$ cat config.mk
export PLATFORM = sky130hd
export DESIGN_NAME = taxi_ram_1rw_arb
export DESIGN_NICKNAME = d
export VERILOG_FILES = /design/src/rtl/taxi_ram_1rw_arb_resp_fifo.sv /design/src/rtl/taxi_ram_1rw_arb.sv
export SDC_FILE = /design/constraint.sdc
export NUM_CORES = 1
export LEC_CHECK = 0
export ABC_AREA = 0
export BUFFER_PORTS_ARGS = -buffer_cell sky130_fd_sc_hd__buf_2
export CAP_MARGIN = 40
export CELL_PAD_IN_SITES_DETAIL_PLACEMENT = 0
export CELL_PAD_IN_SITES_GLOBAL_PLACEMENT = 2
export CORE_MARGIN = 2
export CORE_UTILIZATION = 25
export CTS_BUF_LIST = sky130_fd_sc_hd__clkbuf_8
export CTS_CLUSTER_SIZE = 30
export DETAILED_ROUTE_END_ITERATION = 8
export GPL_TIMING_DRIVEN = 1
export PLACE_DENSITY_LB_ADDON = 0.1
export SLEW_MARGIN = 20
export SYNTH_ARGS = -nofsm -noshare
export SYNTH_HDL_FRONTEND = slang
export SYNTH_SLANG_ARGS = --single-unit
$ cat constraint.sdc
create_clock -name clk -period 7.9 [get_ports clk]
set_input_delay 0.79 -clock clk [delete_from_list [all_inputs] [get_ports clk]]
set_output_delay 0.79 -clock clk [all_outputs]
set_load 0.05 [all_outputs]
$ cat src/rtl/taxi_ram_1rw_arb_resp_fifo.sv
// Two-entry in-order register FIFO. The head register drives the output directly,
// so the consumer sees no combinational path from push to data.
module taxi_ram_1rw_arb_resp_fifo #(
    parameter int DATA_W = 16
) (
    input  logic              clk,
    input  logic              rst,
    input  logic              push,
    input  logic [DATA_W-1:0] push_data,
    input  logic              pop,
    output logic [DATA_W-1:0] head_data,
    output logic              head_valid,
    output logic [1:0]        occ
);

    logic [DATA_W-1:0] head_q, head_d;
    logic [DATA_W-1:0] tail_q, tail_d;
    logic [1:0]        occ_q, occ_d;
    logic              pop_ok;
    logic              push_ok;

    assign pop_ok  = pop && (occ_q != 2'd0);
    // A push into a full FIFO is only legal when the head leaves in the same cycle.
    assign push_ok = push && ((occ_q != 2'd2) || pop_ok);

    always_comb begin
        head_d = head_q;
        tail_d = tail_q;
        occ_d  = occ_q;
        unique case ({push_ok, pop_ok})
            2'b10: begin
                if (occ_q == 2'd0) begin
                    head_d = push_data;
                end else begin
                    tail_d = push_data;
                end
                occ_d = occ_q + 2'd1;
            end
            2'b01: begin
                head_d = tail_q;
                occ_d  = occ_q - 2'd1;
            end
            2'b11: begin
                if (occ_q == 2'd1) begin
                    head_d = push_data;
                end else begin
                    head_d = tail_q;
                    tail_d = push_data;
                end
            end
            default: begin
            end
        endcase
    end

    always_ff @(posedge clk) begin
        if (rst) begin
            head_q <= '0;
            tail_q <= '0;
            occ_q  <= 2'd0;
        end else begin
            head_q <= head_d;
            tail_q <= tail_d;
            occ_q  <= occ_d;
        end
    end

    assign head_data  = head_q;
    assign head_valid = (occ_q != 2'd0);
    assign occ        = occ_q;

endmodule

$ cat src/rtl/taxi_ram_1rw_arb.sv
// Round-robin arbiter between a write and a read command stream onto one single-port RAM,
// with read responses returned through a credit-protected two-entry FIFO.
module taxi_ram_1rw_arb #(
    parameter int ADDR_W = 16,
    parameter int DATA_W = 16,
    parameter int STRB_W = DATA_W / 8
) (
    input  logic              clk,
    input  logic              rst,

    input  logic [ADDR_W-1:0] wr_cmd_addr,
    input  logic [DATA_W-1:0] wr_cmd_data,
    input  logic [STRB_W-1:0] wr_cmd_strb,
    input  logic              wr_cmd_valid,
    output logic              wr_cmd_ready,
    output logic              wr_done,

    input  logic [ADDR_W-1:0] rd_cmd_addr,
    input  logic              rd_cmd_valid,
    output logic              rd_cmd_ready,
    output logic [DATA_W-1:0] rd_resp_data,
    output logic              rd_resp_valid,
    input  logic              rd_resp_ready,

    output logic              ram_en,
    output logic [ADDR_W-1:0] ram_addr,
    output logic              ram_wr_en,
    output logic [DATA_W-1:0] ram_wr_data,
    output logic [STRB_W-1:0] ram_wr_strb,
    input  logic [DATA_W-1:0] ram_rd_data
);

    localparam logic GRANT_WRITE = 1'b0;
    localparam logic GRANT_READ  = 1'b1;

    logic       last_grant_q, last_grant_d;
    logic       inflight_q, inflight_d;
    logic       wr_done_q, wr_done_d;

    logic       gnt_wr;
    logic       gnt_rd;
    logic       rd_eligible;
    logic       resp_pop;
    logic [1:0] fifo_occ;
    logic [2:0] credit_used;

    assign resp_pop = rd_resp_valid && rd_resp_ready;

    // Entries held plus the read whose data lands next cycle, less what leaves now.
    assign credit_used = {1'b0, fifo_occ} + {2'b00, inflight_q} - {2'b00, resp_pop};
    assign rd_eligible = rd_cmd_valid && (credit_used < 3'd2);

    always_comb begin
        gnt_wr = 1'b0;
        gnt_rd = 1'b0;
        if (wr_cmd_valid && rd_eligible) begin
            if (last_grant_q == GRANT_READ) begin
                gnt_wr = 1'b1;
            end else begin
                gnt_rd = 1'b1;
            end
        end else if (wr_cmd_valid) begin
            gnt_wr = 1'b1;
        end else if (rd_eligible) begin
            gnt_rd = 1'b1;
        end
    end

    always_comb begin
        last_grant_d = last_grant_q;
        if (gnt_wr) begin
            last_grant_d = GRANT_WRITE;
        end else if (gnt_rd) begin
            last_grant_d = GRANT_READ;
        end
        inflight_d = gnt_rd;
        wr_done_d  = gnt_wr;
    end

    always_ff @(posedge clk) begin
        if (rst) begin
            last_grant_q <= GRANT_READ;
            inflight_q   <= 1'b0;
            wr_done_q    <= 1'b0;
        end else begin
            last_grant_q <= last_grant_d;
            inflight_q   <= inflight_d;
            wr_done_q    <= wr_done_d;
        end
    end

    assign wr_cmd_ready = gnt_wr;
    assign rd_cmd_ready = gnt_rd;
    assign wr_done      = wr_done_q;

    assign ram_en      = gnt_wr || gnt_rd;
    assign ram_wr_en   = gnt_wr;
    assign ram_addr    = gnt_wr ? wr_cmd_addr : rd_cmd_addr;
    assign ram_wr_data = wr_cmd_data;
    assign ram_wr_strb = wr_cmd_strb;

    taxi_ram_1rw_arb_resp_fifo #(
        .DATA_W (DATA_W)
    ) u_resp_fifo (
        .clk        (clk),
        .rst        (rst),
        .push       (inflight_q),
        .push_data  (ram_rd_data),
        .pop        (resp_pop),
        .head_data  (rd_resp_data),
        .head_valid (rd_resp_valid),
        .occ        (fifo_occ)
    );

endmodule

==> flow_summary.toml <==
[cts]
cts_root_buf = "clkbuf_8"
post_cts_buffers = 0
clk_pin_slew_ns = 0.08
tritoncts = "done"
cts.path.max_buffers = 2
htreeDepth = 2
cts_buffers = 5
clk_latency_ns = 0.29
cts.sinks = 37
cts.repair.resized = 0
postCtsHoldBufs = 0

[worst_setup_path]
path_cells = "inv_1 > ha_1 > nor2b_2 > buf_4 > ha_1 > nand2b_1 > fa_1 > xnor2_1 > nand3_2 > o21ai_4 > mux2_2 > buf_2"
crit_top_cell = "ha_1"
slowest_stage = "o21ai_4"
crit_arrival_ns = 3.80
cp_max_fo = 23
slowest_delay_ns = 0.56
crit_path_end_kind = "output port"
start_kind = "flop"
critical_path_required_ns = 7.11
critPathKind = "reg2out"

[power_and_ir_drop]
p_leak_uw = 0.00123
p_per_area_nw_per_um2 = 401
worst_ir_drop_vdd_v = 0.000312

[floorplanning]
die_h_um = 93.9
io_pins = 127
num_rows = 32
die-area_sq_um = 8810
fp.coreArea_sq_um = 7770
die_w_um = 93.9
start_util = 0.260

[route]
wl_per_cell_um = 13.6
dr.pass1.iters = 4
routed_wirelength_um = 5250
route.detailed.drc = 0
antenna_left = 0
via_per_inst = 4.39
dr_total_vias = 1694
dr.first_iter.drc_count = 60

[yosys]
seq_area_frac_synth = 0.367
synthTopCellsByArea = "dfxtp_1, mux2i_1, buf_4"
synth_top_area_cell = "dfxtp_1"
syn_inst = 220
syn_nets = 296
synth.avg_cell_area_sq_um = 9.18
synth_area_sq_um = 2020
synth.distinct_cells = 25
synth.most_common_cell = "dfxtp_1"
ys_async_sr_fraction = 0
yosysTopAreaCellShare = 0.367
synth_warnings = 0
synth_commonest_cells = "dfxtp_1, nor2_1, buf_4"
synth-seq-cells = 37
synth_edf_count = 0
synth_ff_type = "dfxtp_1"

[sta]
fin_crit_ns = 4.59
fmax_ghz = 0.218
hold_viol = 0
fin_skew_ns = 0.00644
period_share = 0.581
tightest_slew_ns = 0.729
relSlewSlack = 0.514
slew_violations = 0
setup_violations = 0
rsz0062_at_grt = "no"
tns_ns = 0

[finish]
multi_input_area_sq_um = 1020
layout-drive-gt1-share = 0.426
diodes = 0
postLayoutCoreUtil = 0.319
syn_to_final_growth_pct = 22.7
finish.net_count = 360
final_area_sq_um = 2480
fill_cells = 859
regArea_sq_um = 741

[grt]
grt_pass1_wl_um = 7890
grt_max_degree = 38
grt-ovfl-total = 0
antenna_found_initial = 0
grt_usage = 0.117
grt_pass1_vias = 1546

[placed_design]
dpl_cell_area_sq_um = 2370
numPortBuffers = 90
hpwl_um = 3540
gp_congestion = 0.605

[job]
drv_cap = 0

[hold_path]
hp-class = "reg2reg"

[outcome]
status = "completed"
## registers in the layout, summed over array words and instances, names as in the netlist
signal and flops:
u_resp_fifo.occ 2, u_resp_fifo.head_data 16, u_resp_fifo.tail_q 16, inflight_q 1
last_grant_q 1, wr_done 1
## layout make-up
| cell class | instances | share of cell area |
|---|---|---|
| multi-input combinational | 143 | 0.414 |
| sequential | 37 | 0.299 |
| clock buffer | 5 | 0.0278 |
| clock inverter | 2 | 0.0141 |
| tap | 102 | 0.0515 |
| inverter | 6 | 0.00909 |
| timing repair buffer | 91 | 0.185 |
## through the flow
stage	std cells	setup slack, ns	total power, uW	hold slack [ns]
after floorplan	220	3.90	763	0.463
after global placement	379	3.49	852	0.474
after detailed placement	379	3.44	847	0.483
after CTS	386	3.25	1010	0.494
after global routing	386	3.02	1070	0.510
final	386	3.31	994	0.490
## final timing paths
check | startpoint | endpoint | slack, ns | depth (start not counted)
worst max register to register | u_resp_fifo.occ[1] | wr_done | 4.79 | 11
worst max-delay path | u_resp_fifo.occ[1] | ram_addr[1] | 3.31 | 12
worst min-delay path | u_resp_fifo.tail_q[15] | u_resp_fifo.head_data[15] | 0.49 | 2
worst min register to register | u_resp_fifo.tail_q[15] | u_resp_fifo.head_data[15] | 0.49 | 2
## metal layers
layer  GRT usage  wire (um)
met1       0.151       2450
met2       0.188       2500
met3      0.0337        252
met4      0.0411         52
met5           0          0
## placed cells by master, fill, tap and decap left out
cell type,Yosys,layout
a21o_2,1,1
a21oi_1,2,2
a311oi_1,17,17
buf_2,6,90
buf_4,22,1
bufinv_16,0,1
clkbuf_8,0,5
clkinv_2,0,1
dfxtp_1,37,37
fa_1,1,1
ha_1,4,4
inv_1,6,6
mux2_2,8,8
mux2_4,8,8
mux2i_1,19,19
nand2_1,18,18
nand2_2,2,2
nand2b_1,1,1
nand3_1,16,16
nand3_2,2,2
nor2_1,36,36
nor2b_1,3,2
nor2b_2,0,1
o21ai_0,2,2
o21ai_4,1,1
xnor2_1,2,2
## power by group
group	internal, uW	total (uW)	switching, uW
combinational	162	569	407
clock	91.8	159	67.3
sequential	237	266	28.7
## worst max-delay path, delay by kind of cell, from the launching register on
family | cells | cell delay (ns)
adders and majority gates | 3 | 0.91
buffers and inverters | 3 | 0.62
AOI/OAI and AO/OA | 1 | 0.56
DFF | 1 | 0.44
and+or+nand+nor | 3 | 0.40
muxes | 1 | 0.40
xor gates and xnor gates | 1 | 0.18
## logic make-up after synthesis
group                      synth area share
and+or+nand+nor                       0.169
buffers and inverters                 0.127
AOI/OAI and AO/OA                    0.0960
adders and majority gates            0.0347
DFF                                   0.367
xor gates and xnor gates            0.00868
muxes                                 0.198
No activity file was read; power rests on OpenSTA's default activity.
